File: config.mk
export PLATFORM = sky130hd
export DESIGN_NAME = ctrl_pipe_reg
export DESIGN_NICKNAME = d
export VERILOG_FILES = /design/src/rtl/ctrl_pipe_reg.sv
export SDC_FILE = /design/constraint.sdc
export NUM_CORES = 1
export LEC_CHECK = 0
export BUFFER_PORTS_ARGS = -buffer_cell sky130_fd_sc_hd__buf_2
export CAP_MARGIN = 0
export CORE_AREA = 2 2 39 41
export DETAILED_ROUTE_END_ITERATION = 16
export DIE_AREA = 0 0 41 43
export PLACE_DENSITY = 0.63
export SYNTH_ARGS = -nofsm -noshare
export SYNTH_HDL_FRONTEND = slang
export SYNTH_SLANG_ARGS = --single-unit
File: constraint.sdc
create_clock -name clk -period 1.35 [get_ports clk]
set_input_delay 0.27 -clock clk [delete_from_list [all_inputs] [get_ports clk]]
set_output_delay 0.27 -clock clk [all_outputs]
set_load 0.01 [all_outputs]
File: src/rtl/ctrl_pipe_reg.sv
// Pipeline register for decoded control bundles between core stages.
// Holds on a data-cache stall, loads a NOP bubble on flush, and flags reset/flush contents.
module ctrl_pipe_reg #(
  parameter int unsigned       WIDTH   = 8,
  parameter logic [WIDTH-1:0]  NOP_VAL = '0,
  parameter logic [WIDTH-1:0]  RST_VAL = '0
) (
  input  logic             clk,
  input  logic             reset,
  input  logic             en,
  input  logic             clr,
  input  logic [WIDTH-1:0] d,
  output logic [WIDTH-1:0] q,
  output logic             bubble
);

  logic [WIDTH-1:0] ctrl_q = RST_VAL;
  logic [WIDTH-1:0] ctrl_d;
  logic             bubble_q = 1'b1;
  logic             bubble_d;

  // A flush request seen while stalled is dropped; only an enabled edge can act on clr.
  always_comb begin
    ctrl_d   = ctrl_q;
    bubble_d = bubble_q;
    if (en) begin
      if (clr) begin
        ctrl_d   = NOP_VAL;
        bubble_d = 1'b1;
      end else begin
        ctrl_d   = d;
        bubble_d = 1'b0;
      end
    end
  end

  always_ff @(posedge clk) begin
    if (reset) begin
      ctrl_q   <= RST_VAL;
      bubble_q <= 1'b1;
    end else begin
      ctrl_q   <= ctrl_d;
      bubble_q <= bubble_d;
    end
  end

  assign q      = ctrl_q;
  assign bubble = bubble_q;

endmodule

==> results.py <==
metrics = {
    "drt": {
        "dr_wl_met3_um": 71,
        "drt_wl_total_um": 764,
        "drc": 0,
        "m1WireLength_um": 360,
        "wl_met2_um": 319,
        "drt-pass1-iter-count": 3,
        "vias_per_cell": 4.39,
        "drt_iter0_markers": 4,
        "dr_total_vias": 329,
        "ant_nets": 0,
        "wl_per_cell_um": 10.2,
        "routed.top_layer": "met4",
    },
    "setup_path": {
        "slowest_delay_ps": 340,
        "r2r_start": "bubble",
        "crit_required_ps": 1080,
        "critical_path_buf_inv_count": 1,
        "worst-path-max-fanout": 2,
        "crit_family": "flip-flops",
        "critPathSlowestCell": "dfxtp_1",
        "r2r_end": "bubble",
        "r2r_setup_slack_ps": 600,
        "r2r_cells": 2,
        "endpoint_kind": "primary output",
        "worstSetupStartpointType": "flip-flop",
        "cp_cell_sequence": "buf_2",
        "cp.arrival_ps": 740,
        "crit_type": "flip-flop to primary output",
    },
    "power_and_ir_drop": {
        "total_power_uw": 556,
        "ir_drop_uv": 349,
        "leakagePower_nw": 0.219,
        "power.density_mw_per_mm2": 1090,
    },
    "clock_tree": {
        "clkSinkCount": 9,
        "clkTransAtPathRegs_ps": 60,
        "clockBufferDepth": 2,
        "clk_latency_ps": 250,
        "cts_tree": "yes",
        "postCtsResizedCells": 0,
        "post-cts-setup-buffers": 0,
        "cts_made_buffers": 3,
        "cts_root_buffer": "clkbuf_4",
        "h-tree-depth": 1,
        "cts_hold_buf": 0,
    },
    "floorplan": {
        "core_mm2": 0.00138,
        "ioPinCount": 21,
        "fp.dieH_um": 43,
        "start_util_pct": 27.3,
        "dieArea_mm2": 0.00176,
        "row_count": 14,
        "die_w_um": 41,
    },
    "status": {
        "status": "finished clean",
    },
    "finish": {
        "drive_gt1_share_pct": 50.8,
        "n_fill_cell": 156,
        "synthToLayoutAreaGrowth_pct": 34.8,
        "fin_nets": 72,
        "diodes": 0,
    },
    "flow_run": {
        "max_cap_violations": 0,
    },
    "global_route": {
        "grt_usage_pct": 9.96,
        "grt_pass1_vias": 261,
        "grt_start_max_net_pins": 19,
        "grt_pass1_wl_um": 1080,
        "antenna_found_initial": 0,
        "grt_overflow_total": 0,
    },
    "synth": {
        "synth_area_leaders": "dfxtp_1 48%, nand2b_2 16%, nand3b_1 16%",
        "yosysTopAreaCell": "dfxtp_1",
        "synthCells": 37,
        "yosys_warnings": 0,
        "syn_area_um2": 378,
        "synth_fp_nets": 49,
        "synth.top_cell.area_share_pct": 47.7,
        "synth.avg_cell_area_um2": 10.2,
        "ys_types": 9,
        "ys_seq_elements": 9,
        "synth.yosys.seq_area_share_pct": 47.7,
    },
    "timing": {
        "period_needed_ps": 1010,
        "hold_violations": 0,
        "slew_viol_final": 0,
        "worst_pin_slew_ps": 247,
        "max_freq_mhz": 993,
        "tns_ps": 0,
        "relSlewSlack_pct": 83.5,
        "clock_skew_ps": 0,
        "finalCritPeriodShare_pct": 74.6,
        "finalSetupViolCount": 0,
        "rsz0062_at_grt": "false",
    },
    "placed_design": {
        "routabilityCongestion": 0.616,
        "numPortBuffers": 20,
    },
    "min_path": {
        "min_path_type": "primary input to flip-flop",
        "min_from": "d[7]",
        "min_to": "q[7]",
        "hold_depth": 3,
    },
}
==> how the worst max path moves through the flow <==
stage / to / slack [ps] / from / cells past startpoint
6_report: q[3] / 340 / q[3] / 1
5_1_grt: q[6] / 280 / q[6] / 1
4_1_cts: q[1] / 330 / q[1] / 1
3_5_place_dp: bubble / 430 / en / 3
3_3_place_gp: bubble / 440 / en / 3
2_1_floorplan: bubble / 540 / reset / 2
==> cells in the mapped netlist, drive strengths merged <==
library cell	instances
a21oi	8
buf	2
dfxtp	9
nand2b	8
nor2b	1
a211o	1
nand3b	8
==> cells in the final DEF (no fill, tap or decap), drive strengths merged <==
cell type / count
a211o: 1
a21oi: 8
buf: 20
clkbuf: 4
dfxtp: 9
nand2b: 8
nand3b: 8
nor2b: 1
==> metrics by stage <==
stage	instance area, um^2	hold WS [ps]	utilization (%)	instances	setup WS (ps)
finish	509	279	36.8	75	343
CTS	509	268	36.8	75	331
global placement	483	455	34.9	71	443
detailed placement	483	461	34.9	71	430
floorplan	378	392	-	37	541
global route	509	264	36.8	75	284
==> logic make-up after synthesis <==
kind of cell	after synthesis	synth area share [%]
AOI/OAI and AO/OA	9	12.9
DFF	9	47.7
buffers and inverters	2	3.97
and+or+nand+nor	17	35.4
==> flip-flops by register name, indices dropped and copies added, names as in the netlist <==
name    count
bubble      1
q           8
==> power breakdown <==
| part | switching (mW) | total (mW) | internal (mW) | leakage, nW |
|---|---|---|---|---|
| registers | 0.00612 | 0.283 | 0.277 | 0.0736 |
| clock network | 0.0912 | 0.205 | 0.114 | 0.0150 |
| logic | 0.0316 | 0.0682 | 0.0366 | 0.131 |
| total | 0.129 | 0.556 | 0.427 | 0.219 |
==> cell type report <==
cell class              count  area, um^2  area share [%]
clock buffers               4        26.3            5.16
repair buffers             20         100            19.7
multi-input cells          26         183            35.9
flip-flops and latches      9         180            35.4
well taps                  16        20.0            3.93
==> metal layers <==
| metal | up-vias | GRT usage, % |
|---|---|---|
| met5 | - | 0 |
| met4 | 0 | 12.0 |
| li1 | 173 | - |
| met2 | 13 | 11.9 |
| met3 | 2 | 3.14 |
| met1 | 141 | 12.0 |
No activity file was read; power rests on OpenSTA's default activity.
